==> src/rtl/updown_counter_mod.sv <==
// Parametrised up/down counter with run-time modulo limit, programmable step,
// wrap/saturate modes, registered terminal pulse and sticky over/underflow flags.
module updown_counter_mod #(
    parameter int                 WIDTH   = 4,
    parameter logic [WIDTH-1:0]   RST_VAL = '0
) (
    input  logic             clk,
    input  logic             reset,
    input  logic             en,
    input  logic             load,
    input  logic             up_down,
    input  logic             sat_mode,
    input  logic [WIDTH-1:0] data,
    input  logic [WIDTH-1:0] limit,
    input  logic [WIDTH-1:0] step,
    input  logic             clr_flags,
    output logic [WIDTH-1:0] count,
    output logic             tc,
    output logic             at_max,
    output logic             at_zero,
    output logic             ovf,
    output logic             udf
);

    logic [WIDTH-1:0] count_q, count_d;
    logic             tc_q, tc_d;
    logic             ovf_q, ovf_d;
    logic             udf_q, udf_d;
    logic             ovf_set, udf_set;

    // Range arithmetic is carried in WIDTH+1 bits so limit+1 never overflows.
    logic [WIDTH:0] lim_x, lim_p1, step_x, cnt_x, s_eff;
    logic [WIDTH:0] sum_up, wrap_up, diff_dn, wrap_dn;

    assign lim_x   = {1'b0, limit};
    assign lim_p1  = lim_x + {{WIDTH{1'b0}}, 1'b1};
    assign step_x  = {1'b0, step};
    assign cnt_x   = {1'b0, count_q};
    assign s_eff   = (step_x < lim_p1) ? step_x : lim_p1;
    assign sum_up  = cnt_x + s_eff;
    assign wrap_up = sum_up - lim_p1;
    assign diff_dn = cnt_x - s_eff;
    assign wrap_dn = cnt_x + lim_p1 - s_eff;

    logic unused_hi;
    assign unused_hi = &{1'b0, wrap_up[WIDTH], diff_dn[WIDTH], wrap_dn[WIDTH]};

    always_comb begin
        count_d = count_q;
        tc_d    = 1'b0;
        ovf_set = 1'b0;
        udf_set = 1'b0;
        if (load) begin
            count_d = (data > limit) ? limit : data;
        end else if (en && (s_eff != '0)) begin
            if (up_down) begin
                // A count left above a lowered limit is treated as a crossing.
                if (cnt_x > lim_x) begin
                    count_d = sat_mode ? limit : '0;
                    tc_d    = 1'b1;
                    ovf_set = 1'b1;
                end else if (sum_up <= lim_x) begin
                    count_d = sum_up[WIDTH-1:0];
                end else begin
                    count_d = sat_mode ? limit : wrap_up[WIDTH-1:0];
                    tc_d    = 1'b1;
                    ovf_set = 1'b1;
                end
            end else begin
                if (s_eff <= cnt_x) begin
                    count_d = diff_dn[WIDTH-1:0];
                end else begin
                    count_d = sat_mode ? '0 : wrap_dn[WIDTH-1:0];
                    tc_d    = 1'b1;
                    udf_set = 1'b1;
                end
            end
        end
        // A new crossing in the same cycle as a clear keeps the flag set.
        ovf_d = (ovf_q & ~clr_flags) | ovf_set;
        udf_d = (udf_q & ~clr_flags) | udf_set;
    end

    always_ff @(posedge clk or negedge reset) begin
        if (!reset) begin
            count_q <= RST_VAL;
            tc_q    <= 1'b0;
            ovf_q   <= 1'b0;
            udf_q   <= 1'b0;
        end else begin
            count_q <= count_d;
            tc_q    <= tc_d;
            ovf_q   <= ovf_d;
            udf_q   <= udf_d;
        end
    end

    assign count   = count_q;
    assign tc      = tc_q;
    assign ovf     = ovf_q;
    assign udf     = udf_q;
    assign at_max  = (count_q == limit);
    assign at_zero = (count_q == '0);

endmodule
==> config.mk <==
export PLATFORM = sky130hd
export DESIGN_NAME = updown_counter_mod
export DESIGN_NICKNAME = d
export VERILOG_FILES = /design/src/rtl/updown_counter_mod.sv
export SDC_FILE = /design/constraint.sdc
export NUM_CORES = 1
export LEC_CHECK = 0
export CAP_MARGIN = 20
export CORE_MARGIN = 4
export CORE_UTILIZATION = 55
export CTS_CLUSTER_DIAMETER = 30
export CTS_CLUSTER_SIZE = 28
export DETAILED_ROUTE_END_ITERATION = 8
export PLACE_DENSITY = 0.78
export SLEW_MARGIN = 20
export SYNTH_ARGS = -nofsm -noshare
export SYNTH_HDL_FRONTEND = slang
export SYNTH_SLANG_ARGS = --single-unit
==> constraint.sdc <==
create_clock -name clk -period 6.2 [get_ports clk]
set_input_delay 1.24 -clock clk [delete_from_list [all_inputs] [get_ports clk]]
set_output_delay 1.24 -clock clk [all_outputs]
set_load 0.01 [all_outputs]
==> impl_results.md <==
- Status: finished, final reports clean
- Fin crit share: 93.1%
- Pwr per Cell Area: 448 nW/um^2
- Site Rows: 20
- Leakage dissipation: 1.03 nW
- WHS: 0.534 ns
- Met2 global-route usage: 39.8%
- Post-CTS Hold Buffers: 0
- Sequential area share after synthesis: 9.50%
- Clock share of power: 4.8%
- Crit path max fanout: 9
- Reg-to-Reg End: count[0]
- Min-Delay Path Depth: 2
- Cells after synthesis: 215
- Initial antenna violation count: 0
- Slowest-stage cell, CP: fa_1
- Switching Share: 49.9%
- Sink Count: 7
- Fin. Hold Viols: 0
- Vias in the first global route: 1,723
- Post-synth EDFFs: 0
- R2R Path Start: count[1]
- Syn Nets: 272
- Met3 Usage GRT: 4.25%
- Synth Register Bits: 7
- Clock buffer depth: 2
- Comb pwr share: 84.7%
- Netlist Area Pre-Place: 1840 um^2
- Dpl hpwl: 3780 um
- Routed len/inst: 16.1 um
- Tot Pwr: 0.992 mW
- Root Driver: clkbuf_4
- I/O pins: 28
- CTS buffer count: 3
- Layout Nets: 306
- Global-route wire length before repair: 7960 um
- Hold worst-path end: ovf
- Sequential power share: 10.5%
- IO buf count: 27
- Cell variety after synth: 55
- RSZ-0062 raised after global routing: no
- Synth Flop Type: dfrtp_1
- Hold Path Origin: ovf
- Post-Route WL: 4700 um
- Relative slew slack: 67.6%
- Initial detailed-routing violation count: 83
- P_sw: 0.495 mW
- Hold Crit Class: flop to flop
- All-Layer GR Usage: 23.7%
- VDD IR-drop max: 0.304 mV
- Antenna cells: 0
- Mapped Avg Cell Area: 8.57 um^2
- Maximum clock rate: 0.173 GHz
- Place WS: 0.0726 ns
- Worst-path cell chain: clkdlybuf4s50_1 -> ha_1 -> inv_1 -> ha_1 -> o21a_1 -> o31ai_1 -> a31oi_1 -> o21ai_2 -> nand2_1 -> o21ai_0 -> inv_1 -> fa_1 -> inv_1 -> ha_1 -> nor2b_1 -> o211ai_1 -> a21oi_2 -> o22ai_1 -> a22oi_1 -> o21ai_0 -> mux2_4
- Worst setup EP type: flop
- Setup Buffers After CTS: 0
- WS Path Type: primary input to flop
- DRC Markers: 0
- Max incr delay on CP: 0.59 ns
- Met1 Resource Use GR: 30.2%
- CP arrival: 5.92 ns
- Via density: 5.73
- Setup Skew: 0.0173 ns
- Die area: 4340 um^2
- Final TNS setup: 0 ns
- Final WS setup: 0.425 ns
- Worst Reg-to-Reg Cells: 13
- Max-slew violations: 0
- GPL Wtd Cong: 0.910
- Drt pass-1 iters: 4
- Yosys warnings: 0
- Synth async-reset ratio: 100%
- Core area: 3130 um^2
- Area grow syn2layout: 20.3%
- Crit path required time: 6.35 ns
- CTS tree: built
- Share of layout cells above drive strength 1: 12.1%
- Final ANT Viol Nets: 0
- Setup violations, final: 0
- Setup slack, reg-to-reg: 2.87 ns
- Initial Util: 58.9%
- Skew-Pair Late Insertion Delay: 0.28 ns
- H-tree depth: 1
- Largest net degree at the start of global routing: 14
- Overflow after GRT: 0
- Fin crit period: 5.77 ns
- GRT Max-Usage Layer: met2
- Clock-pin slew on the worst setup and hold paths: 0.07 ns
- MaxCap Viol Count: 0
- Vias: 1,672
- CP Launch Type: primary input
- Int Power: 0.497 mW
- Slew @ Worst Pin: 0.485 ns
- Die width: 65.9 um
- DIE HEIGHT: 65.9 um
- Post-layout util: 70.9%
[power by group through the flow]
stage / clock network (mW) / registers [mW] / logic (mW)
floorplan: 0 / 0.0999 / 0.580
global placement: 0 / 0.105 / 0.805
detailed placement: 0 / 0.105 / 0.808
CTS: 0.0481 / 0.104 / 0.816
global route: 0.0518 / 0.109 / 0.939
finish: 0.0474 / 0.104 / 0.841
[cells in the final DEF, fill, tap and decap left out, drive strengths merged, types with 5 or more instances in the layout]
cell type	netlist	final
a21oi	14	14
nor2b	8	8
clkdlybuf4s50	0	27
o21ai	11	11
xnor2	6	6
fa	6	6
buf	4	7
nand2b	6	6
o211ai	5	5
mux2	6	6
or3	5	5
ha	32	32
a22oi	6	6
nand2	9	9
dfrtp	7	7
inv	26	26
nor2	10	10
mux2i	5	5
[through the flow]
step | instances | instance area [um^2]
after floorplan | 215 | 1840
after global placement | 288 | 2180
after detailed placement | 288 | 2180
after CTS | 292 | 2210
after global routing | 292 | 2220
final | 292 | 2220
[metal layers]
metal | vias to the layer above | wire, um
met5 | - | 0
met4 | 0 | 101
met3 | 11 | 281
met2 | 54 | 2180
met1 | 766 | 2140
li1 | 841 | -
[worst max-delay path: cells and delay by family]
kind            cells  cell delay, ns
compound gates     10            1.79
fa+ha+maj           4            1.48
buf+inv             4            0.92
mux                 1            0.27
simple gates        2            0.21
[kinds of logic (layout without fill, tap and decap cells)]
group                    count (synthesis)  count (layout)  synth area share [%]
AO/OA/AOI/OAI                           61              61                  23.2
AND/OR/NAND/NOR                         56              56                  17.2
adder cells (fa/ha/maj)                 38              38                  28.2
buffers and inverters                   32              65                  7.67
multiplexers                            11              11                  6.79
XOR/XNOR                                10              10                  7.33
flip-flops                               7               7                  9.50
[synth_stat cells, types with 2 or more instances]
| master | instances | share of area [%] |
|---|---|---|
| mux2i_1 | 5 | 2.7 |
| a31oi_1 | 3 | 1.0 |
| mux2_4 | 2 | 1.6 |
| a22oi_1 | 6 | 2.4 |
| buf_6 | 2 | 1.2 |
| xor2_1 | 2 | 0.95 |
| or3_1 | 5 | 1.7 |
| dfrtp_1 | 7 | 9.5 |
| mux2_2 | 4 | 2.4 |
| a21oi_1 | 12 | 3.3 |
| o21ai_0 | 10 | 2.7 |
| inv_1 | 26 | 5.3 |
| o22ai_1 | 3 | 1.0 |
| nor4_1 | 4 | 1.4 |
| a21o_1 | 3 | 1.2 |
| ha_1 | 32 | 22 |
| a21oi_2 | 2 | 0.95 |
| o211ai_1 | 5 | 2.0 |
| fa_1 | 6 | 6.5 |
| xnor2_1 | 4 | 1.9 |
| nand2b_1 | 5 | 1.7 |
| nand2_1 | 9 | 1.8 |
| and4_1 | 3 | 1.4 |
| nor2_1 | 10 | 2.0 |
| nor3_1 | 2 | 0.54 |
| nand3_1 | 3 | 0.81 |
| o21bai_1 | 2 | 0.81 |
| o31a_1 | 2 | 0.95 |
| nor2b_1 | 8 | 2.7 |
| o21a_1 | 3 | 1.2 |
[state kept, by name, indices dropped and copies added (netlist names)]
signal / cells
ovf: 1
tc: 1
count: 4
udf: 1
[final cells by class]
type	count	area, um^2
sequential	7	175
timing repair buffer	34	323
inverter	27	103
tap	44	55.1
multi-input combinational	176	1540
fill	262	911
clock buffer	4	26.3
[worst max-delay path by stage]
| stage | startpoint | slack, ns | endpoint | depth (start not counted) |
|---|---|---|---|---|
| detailed placement | limit[0] | 0.07 | count[0] | 21 |
| global placement | limit[0] | 0.08 | count[0] | 21 |
| global route | limit[0] | 0.04 | count[0] | 21 |
| floorplan | limit[0] | 0.85 | count[0] | 20 |
| CTS | limit[0] | 0.31 | count[0] | 21 |
| finish | limit[0] | 0.43 | count[0] | 21 |
[timing repair]
item	in CTS	in global routing
resized for setup	0	2
hold endpoints to repair	0	0
endpoints found under the setup margin	0	3
Note: power is estimated with default switching activity, not from simulation.
